## config.mk

```make
export PLATFORM = sky130hd
export DESIGN_NAME = alu_mdu_flat
export DESIGN_NICKNAME = d
export VERILOG_FILES = /design/src/rtl/alu_mdu_if.sv /design/src/rtl/alu_mdu.sv /design/src/flat_wrapper.sv
export SDC_FILE = /design/constraint.sdc
export NUM_CORES = 2
export LEC_CHECK = 0
export CAP_MARGIN = 40
export CORE_ASPECT_RATIO = 0.75
export CORE_MARGIN = 3
export CORE_UTILIZATION = 30
export DETAILED_ROUTE_END_ITERATION = 16
export PLACE_DENSITY_LB_ADDON = 0.08
export RECOVER_POWER = 25
export SLEW_MARGIN = 20
export SYNTH_ARGS = -nofsm -noshare
export SYNTH_HDL_FRONTEND = slang
export SYNTH_SLANG_ARGS = --single-unit
```

## constraint.sdc

```tcl
create_clock -name clk -period 14.3 [get_ports clk]
set_input_delay 1.43 -clock clk [delete_from_list [all_inputs] [get_ports clk]]
set_output_delay 1.43 -clock clk [all_outputs]
set_load 0.005 [all_outputs]
```

## src/rtl/alu_mdu_if.sv

```systemverilog
// alu_mdu_if: request (opcode/operands, valid/ready) and registered result bus.
// master: in_valid, opcode, funct3, funct7, in1, in2 -> slave: in_ready, out_valid, out, zero.
interface alu_mdu_if #(
  parameter int XLEN = 32
);
  logic            in_valid;
  logic            in_ready;
  logic [6:0]      opcode;
  logic [2:0]      funct3;
  logic [6:0]      funct7;
  logic [XLEN-1:0] in1;
  logic [XLEN-1:0] in2;
  logic            out_valid;
  logic [XLEN-1:0] out;
  logic            zero;

  modport master (
    output in_valid, opcode, funct3, funct7, in1, in2,
    input  in_ready, out_valid, out, zero
  );

  modport slave (
    input  in_valid, opcode, funct3, funct7, in1, in2,
    output in_ready, out_valid, out, zero
  );
endinterface

```

## src/rtl/alu_mdu.sv

```systemverilog
// alu_mdu: RV32 execute unit, 1-cycle base ALU plus iterative M-extension.
// Ports: clk, rst_n (sync, active-low), bus (alu_mdu_if.slave).
module alu_mdu #(
  parameter int XLEN = 32
) (
  input  logic     clk,
  input  logic     rst_n,
  alu_mdu_if.slave bus
);
  localparam int SHW = $clog2(XLEN);
  localparam logic [SHW-1:0]  CNT_MAX = SHW'(XLEN - 1);
  localparam logic [XLEN-1:0] MIN_NEG = {1'b1, {(XLEN-1){1'b0}}};
  localparam logic [6:0] OP_R    = 7'b0110011;
  localparam logic [6:0] OP_I    = 7'b0010011;
  localparam logic [6:0] OP_J    = 7'b1101111;
  localparam logic [6:0] OP_JALR = 7'b1100111;
  localparam logic [6:0] OP_B    = 7'b1100011;
  localparam logic [6:0] OP_U    = 7'b0110111;
  localparam logic [6:0] OP_UPC  = 7'b0010111;
  localparam logic [6:0] OP_LD   = 7'b0000011;
  localparam logic [6:0] OP_ST   = 7'b0100011;

  typedef enum logic [2:0] {
    S_IDLE, S_EXEC, S_MUL, S_DIV, S_DONE
  } state_e;

  state_e              state_q, state_d;
  logic [SHW-1:0]      cnt_q, cnt_d;
  logic [2*XLEN-1:0]   acc_q, acc_d;
  logic [XLEN-1:0]     dvs_q, dvs_d;
  logic [1:0]          f3_q, f3_d;
  logic                neg_q, neg_d;
  logic                rneg_q, rneg_d;
  logic [XLEN-1:0]     out_q, out_d;
  logic                zero_q, zero_d;
  logic                vld_q, vld_d;

  logic [XLEN-1:0] a, b, sra, alu_out;
  logic [SHW-1:0]  sh;
  logic            alu_zero, lt_s, lt_u;

  assign a    = bus.in1;
  assign b    = bus.in2;
  assign sh   = b[SHW-1:0];
  assign sra  = $signed(a) >>> sh;
  assign lt_s = $signed(a) < $signed(b);
  assign lt_u = a < b;

  always_comb begin
    alu_out  = '0;
    alu_zero = 1'b0;
    unique case (bus.opcode)
      OP_R, OP_I: begin
        unique case (bus.funct3)
          3'b000: alu_out = (bus.opcode == OP_R && bus.funct7[5])
                            ? a - b : a + b;
          3'b001: alu_out = a << sh;
          3'b010: alu_out = {{(XLEN-1){1'b0}}, lt_s};
          3'b011: alu_out = {{(XLEN-1){1'b0}}, lt_u};
          3'b100: alu_out = a ^ b;
          3'b101: alu_out = bus.funct7[5] ? sra : a >> sh;
          3'b110: alu_out = a | b;
          3'b111: alu_out = a & b;
        endcase
      end
      OP_B: begin
        case (bus.funct3)
          3'b000:  alu_zero = (a == b);
          3'b001:  alu_zero = (a != b);
          3'b100:  alu_zero = lt_s;
          3'b101:  alu_zero = !lt_s;
          3'b110:  alu_zero = lt_u;
          3'b111:  alu_zero = !lt_u;
          default: alu_zero = 1'b0;
        endcase
      end
      OP_J, OP_JALR: begin
        alu_out  = a + b;
        alu_zero = 1'b1;
      end
      OP_U:         alu_out = b << 12;
      OP_UPC:       alu_out = a + (b << 12);
      OP_LD, OP_ST: alu_out = a + b;
      default:      alu_out = '0;
    endcase
  end

  // M-op decode and operand magnitudes
  logic            is_m, d_sgn, m_as, m_bs, div0, ovf;
  logic [XLEN-1:0] m_amag, m_bmag, d_amag, d_bmag, sp_res;

  assign is_m   = (bus.opcode == OP_R) && (bus.funct7 == 7'b0000001);
  assign d_sgn  = !bus.funct3[0];
  assign m_as   = (bus.funct3[1:0] == 2'b01) || (bus.funct3[1:0] == 2'b10);
  assign m_bs   = (bus.funct3[1:0] == 2'b01);
  assign m_amag = (m_as && a[XLEN-1]) ? -a : a;
  assign m_bmag = (m_bs && b[XLEN-1]) ? -b : b;
  assign d_amag = (d_sgn && a[XLEN-1]) ? -a : a;
  assign d_bmag = (d_sgn && b[XLEN-1]) ? -b : b;
  assign div0   = (b == '0);
  assign ovf    = d_sgn && (a == MIN_NEG) && (b == '1);
  assign sp_res = div0 ? (bus.funct3[1] ? a : '1)
                       : (bus.funct3[1] ? '0 : a);

  // one shift-add step: multiplier in acc low half, multiplicand in dvs
  logic [XLEN:0]     mul_sum;
  logic [2*XLEN-1:0] mul_nxt, prod;
  logic [XLEN-1:0]   mul_res;

  assign mul_sum = {1'b0, acc_q[2*XLEN-1:XLEN]}
                 + (acc_q[0] ? {1'b0, dvs_q} : '0);
  assign mul_nxt = {mul_sum, acc_q[XLEN-1:1]};
  assign prod    = neg_q ? -mul_nxt : mul_nxt;
  assign mul_res = (f3_q == 2'b00) ? prod[XLEN-1:0]
                                   : prod[2*XLEN-1:XLEN];

  // one restoring step: remainder in acc high half, quotient shifts in low
  logic [XLEN:0]     div_rsh, div_dif;
  logic [2*XLEN-1:0] div_nxt;
  logic [XLEN-1:0]   quo, rem, div_res;

  assign div_rsh = acc_q[2*XLEN-1:XLEN-1];
  assign div_dif = div_rsh - {1'b0, dvs_q};
  assign div_nxt = div_dif[XLEN]
    ? {div_rsh[XLEN-1:0], acc_q[XLEN-2:0], 1'b0}
    : {div_dif[XLEN-1:0], acc_q[XLEN-2:0], 1'b1};
  assign quo     = div_nxt[XLEN-1:0];
  assign rem     = div_nxt[2*XLEN-1:XLEN];
  assign div_res = f3_q[1] ? (rneg_q ? -rem : rem)
                           : (neg_q ? -quo : quo);

  always_comb begin
    state_d = state_q;
    cnt_d   = cnt_q;
    acc_d   = acc_q;
    dvs_d   = dvs_q;
    f3_d    = f3_q;
    neg_d   = neg_q;
    rneg_d  = rneg_q;
    out_d   = out_q;
    zero_d  = zero_q;
    vld_d   = 1'b0;
    unique case (state_q)
      S_IDLE: begin
        if (bus.in_valid) begin
          f3_d  = bus.funct3[1:0];
          cnt_d = '0;
          if (is_m && !bus.funct3[2]) begin
            state_d = S_MUL;
            acc_d   = {{XLEN{1'b0}}, m_bmag};
            dvs_d   = m_amag;
            neg_d   = (m_as && a[XLEN-1]) ^ (m_bs && b[XLEN-1]);
          end else if (is_m && (div0 || ovf)) begin
            state_d = S_EXEC;
            out_d   = sp_res;
            zero_d  = 1'b0;
            vld_d   = 1'b1;
          end else if (is_m) begin
            state_d = S_DIV;
            acc_d   = {{XLEN{1'b0}}, d_amag};
            dvs_d   = d_bmag;
            neg_d   = d_sgn && (a[XLEN-1] ^ b[XLEN-1]);
            rneg_d  = d_sgn && a[XLEN-1];
          end else begin
            state_d = S_EXEC;
            out_d   = alu_out;
            zero_d  = alu_zero;
            vld_d   = 1'b1;
          end
        end
      end
      S_MUL, S_DIV: begin
        acc_d = (state_q == S_MUL) ? mul_nxt : div_nxt;
        cnt_d = cnt_q + SHW'(1);
        // last step: load the result so it is visible during DONE
        if (cnt_q == CNT_MAX) begin
          state_d = S_DONE;
          out_d   = (state_q == S_MUL) ? mul_res : div_res;
          zero_d  = 1'b0;
          vld_d   = 1'b1;
        end
      end
      S_EXEC, S_DONE: state_d = S_IDLE;
      default:        state_d = S_IDLE;
    endcase
  end

  always_ff @(posedge clk) begin
    if (!rst_n) begin
      state_q <= S_IDLE;
      cnt_q   <= '0;
      acc_q   <= '0;
      dvs_q   <= '0;
      f3_q    <= '0;
      neg_q   <= 1'b0;
      rneg_q  <= 1'b0;
      out_q   <= '0;
      zero_q  <= 1'b0;
      vld_q   <= 1'b0;
    end else begin
      state_q <= state_d;
      cnt_q   <= cnt_d;
      acc_q   <= acc_d;
      dvs_q   <= dvs_d;
      f3_q    <= f3_d;
      neg_q   <= neg_d;
      rneg_q  <= rneg_d;
      out_q   <= out_d;
      zero_q  <= zero_d;
      vld_q   <= vld_d;
    end
  end

  assign bus.in_ready  = (state_q == S_IDLE);
  assign bus.out_valid = vld_q;
  assign bus.out       = out_q;
  assign bus.zero      = zero_q;
endmodule

```

## src/flat_wrapper.sv

```systemverilog
// flat-port wrapper written by rule: the top's interface ports become plain ports
module alu_mdu_flat 
#(
  parameter int XLEN = 32
)
  (clk, rst_n, bus_in_valid, bus_opcode, bus_funct3, bus_funct7, bus_in1, bus_in2, bus_in_ready, bus_out_valid, bus_out, bus_zero);
  alu_mdu_if #(.XLEN(XLEN)) bus_i ();
  input  logic clk;
  input  logic rst_n;
  input wire logic [$bits(bus_i.in_valid)-1:0] bus_in_valid;
  input wire logic [$bits(bus_i.opcode)-1:0] bus_opcode;
  input wire logic [$bits(bus_i.funct3)-1:0] bus_funct3;
  input wire logic [$bits(bus_i.funct7)-1:0] bus_funct7;
  input wire logic [$bits(bus_i.in1)-1:0] bus_in1;
  input wire logic [$bits(bus_i.in2)-1:0] bus_in2;
  output wire logic [$bits(bus_i.in_ready)-1:0] bus_in_ready;
  output wire logic [$bits(bus_i.out_valid)-1:0] bus_out_valid;
  output wire logic [$bits(bus_i.out)-1:0] bus_out;
  output wire logic [$bits(bus_i.zero)-1:0] bus_zero;
  assign bus_i.in_valid = bus_in_valid;
  assign bus_i.opcode = bus_opcode;
  assign bus_i.funct3 = bus_funct3;
  assign bus_i.funct7 = bus_funct7;
  assign bus_i.in1 = bus_in1;
  assign bus_i.in2 = bus_in2;
  assign bus_in_ready = bus_i.in_ready;
  assign bus_out_valid = bus_i.out_valid;
  assign bus_out = bus_i.out;
  assign bus_zero = bus_i.zero;
  alu_mdu #(.XLEN(XLEN)) u_core (.clk(clk), .rst_n(rst_n), .bus(bus_i));
endmodule
```

==> impl_metrics.csv <==
group,metric,value,unit
setup_path,crit_path_top_delay_cell,"clkinvlp_2",
setup_path,cp.buffers_inverters,4,
yosys,syn_nets,4430,
grt,grt_max_degree,69,
routing,vias_per_cell,6.33,
placed_design,post-dp-hpwl,129000,µm
job,maxCapViolations,4,
routing,first_iter_violations,4641,
cts,cts_tree,"built",
pwr,power_density,50.9,nW/µm²
cts,insertion_delay,460,ps
setup_path,path_class,"primary input to flop",
pwr,p_int,0.937,mW
routing,firstDrtPassIters,8,
grt,grt-ovfl-total,0,
layout,n_fill_cell,10304,
layout,layout-drive-gt1-share,7.49,%
grt,grt_use_total,32.0,%
pwr,power_frac_seq,25.2,%
yosys,synthArstFlopShare,0,%
timing,slew_headroom,-79.2,%
cts,post_cts_buffers,0,
timing,hold_viol,0,
setup_path,r2r_setup_slack,7530,ps
die,placement_rows,97,
timing,post-route-period-util,58.7,%
setup_path,critPathRequiredTime,14680,ps
layout,fin_nets,4368,
timing,finalMaxSlewViolations,181,
cts,h-tree-depth,4,
setup_path,critPathCaptureType,"flop",
outcome,run_status,"finished with violations",
die,die_x,361,µm
pwr,p_switching,0.673,mW
setup_path,critical_path.most_common_cell,"clkbuf_1",
yosys,synthTopCellsByCount,"nor2_1, a21oi_1, clkbuf_1",
die,core,93600,µm²
yosys,synth_area_per_cell,6.84,µm²
timing,finalSetupTns,0,ps
yosys,ys_types,98,
cts,cts_hold_buf,0,
routing,antenna_left,0,
pwr,clockPowerShare,31.2,%
placed_design,portBuffers,118,
setup_path,worstPathMaxFanout,67,
timing,finalSetupViolCount,0,
yosys,synth_area_leaders,"dfxtp_1, ha_1, xnor2_1",
pwr,leakage,12.1,nW
setup_path,critical_path.cell_chain,"dlygate4sd3_1 > clkbuf_1 > clkinvlp_2 > clkbuf_1 > o22ai_1 > o21ai_0 > o31ai_1",
setup_path,worst_path_dominant_cell_family,"buffers and inverters",
setup_path,worstRegToRegCells,20,
yosys,synth_edf_count,0,
layout,syn_to_final_growth,11.4,%
pwr,p_comb_share,43.6,%
yosys,synthCells,4149,
timing,fmax,119,MHz
yosys,yosysTopAreaCellShare,10.0,%
yosys,post-synth-top-count-cell,"nor2_1",
yosys,synthesis.area,28400,µm²
die,start_util,30.3,%
routing,routedWlPerCell,30.7,µm
cts,root_buffer,"clkbuf_16",
yosys,synth_flop_cell,"dfxtp_1",
cts,postCtsResizedCells,0,
routing,drc,0,
die,die_y,272,µm
timing,period_minus_slack,8400,ps
hold_path,hp-class,"flop to flop",
yosys,ys_seq_area_share,10.0,%
cts,cts_buffer_depth,2,
routing,vias,33802,
pwr,sw_frac_of_total,41.8,%
timing,rsz0062_at_grt,"false",
hold_path,hold_depth,1,
cts,cts_sinks,142,
setup_path,startpoint_type,"primary input",
pwr,peakVddDrop,88.9,µV
cts,cts_buffers,17,
setup_path,critical-path-max-stage-delay,2930,ps
cts,clkSlewWorstSetupHoldPaths,70,ps
yosys,ys_ff_latch,142,
outcome,violations,"max-capacitance violations, max-slew violations",
placed_design,globalplace.congestion,1.00,
grt,grt_pass1_vias,30830,
setup_path,cp.depth,7,
grt,antenna_found_initial,5,
die,io_pins,119,
yosys,synth_warnings,0,
timing,finalClockSkew,9.11,ps
timing,worst_pin_slew,2690,ps
routing,drt-total-wl,164000,µm
grt,grt_pass1_wl,233000,µm
yosys,yosys.area.top_type,"dfxtp_1",
die,die_area,98300,µm²
timing,holdWs,456,ps
setup_path,crit_arrival,8770,ps
[path summary, 6_finish.rpt]
kind | start | endpoint
hold reg to reg | u_core.cnt_q[3] | u_core.cnt_q[3]
setup / recovery | rst_n | u_core.bus.out[23]
setup reg to reg | u_core.acc_q[31] | u_core.bus.out[28]
hold / removal | u_core.cnt_q[3] | u_core.cnt_q[3]
[cell type report]
class | count | area (µm²) | area share, %
Clock inverter | 11 | 166 | 0.526
Clock buffer | 19 | 453 | 1.43
Antenna cell | 1 | 2.50 | 0.00791
Tap cell | 1237 | 1550 | 4.90
Multi-Input combinational cell | 3481 | 23600 | 74.6
Timing Repair Buffer | 272 | 2380 | 7.53
Sequential cell | 142 | 2840 | 9.00
Inverter | 173 | 651 | 2.06
[registers in the layout, summed over array words and instances, names as in the netlist]
| register | cells |
|---|---|
| u_core.bus.out | 32 |
| u_core.acc_q | 64 |
| u_core.rneg_q | 1 |
| u_core.neg_q | 1 |
| u_core.cnt_q | 5 |
| u_core.bus.zero | 1 |
| u_core.state_q | 3 |
| u_core.f3_q | 2 |
| u_core.bus.out_valid | 1 |
| u_core.dvs_q | 32 |
[power by group through the flow]
stage	Clock, mW	Sequential, mW	Combinational (mW)
final	0.503	0.406	0.701
after global routing	0.527	0.406	0.738
after CTS	0.506	0.406	0.674
after detailed placement	0	0.415	0.670
after global placement	0	0.415	0.676
after floorplan	0	0.409	0.407
[worst reg2reg max path: stages (launching register included)]
cell and delay (ps):
dfxtp_1 330, inv_1 110, ha_1 250, fa_1 440
nand2b_1 200, a21o_1 220, a21oi_1 290, o211a_1 340
o311a_1 400, o31ai_2 90, buf_4 230, nor2_4 530
clkinv_1 470, a21oi_1 380, ha_1 280, inv_1 160
a21o_1 250, or4_1 750, o41a_1 500, o211ai_1 280
a32o_1 210
[cell families (layout without fill, tap and decap cells)]
kind of cell,after synthesis,count (layout),share of synthesized area [%]
AND/OR/NAND/NOR,1384,1384,22.6
multiplexers,167,167,8.22
XOR/XNOR,332,332,10.2
AO/OA/AOI/OAI,1401,1401,32.9
other,0,1,0
adder cells (fa/ha/maj),197,197,8.82
flip-flops,142,142,10.0
buffers and inverters,526,475,7.22
[layer usage]
layer	track usage, %	routed length [µm]	vias to the layer above
met3	6.35	16600	149
met4	6.26	3490	2
met2	43.2	62600	1774
met5	0	13	-
met1	50.9	80900	16649
li1	-	-	15228
[cell usage in the layout (no fill, tap or decap), types with 33 or more instances in the layout]
master           netlist  final
clkdlybuf4s50_1        0     78
a21o_1                46     46
buf_4                  5    132
xnor2_1              255    255
o211ai_1              65     65
nor2_1               579    573
a21oi_1              344    343
nor3_1               118    117
inv_1                166    165
a221oi_1              36     36
nor4_1                36     33
mux4_2                52     52
dlygate4sd3_1          0     35
nand3_1               95     95
xor2_1                77     77
o21ai_0              267    266
nand2_1              287    286
nand4_1               35     35
a211oi_1             202    202
ha_1                 192    192
a31oi_1               56     56
mux2i_1              108    108
dfxtp_1              142    141
o31ai_1               52     51
[per-stage QoR]
step / total power, mW / std cells / setup slack (ps) / util, % / instance area, µm²
final: 1.61 / 5336 / 5900 / 33.8 / 31600
after CTS: 1.59 / 5328 / 7770 / 33.7 / 31600
after detailed placement: 1.09 / 5298 / 7430 / 33.1 / 30900
after global routing: 1.67 / 5335 / 5470 / 33.8 / 31600
after global placement: 1.09 / 5278 / 7190 / 32.8 / 30700
after floorplan: 0.816 / 4149 / 8310 / - / 28400
(Power assumes the default switching activity.)
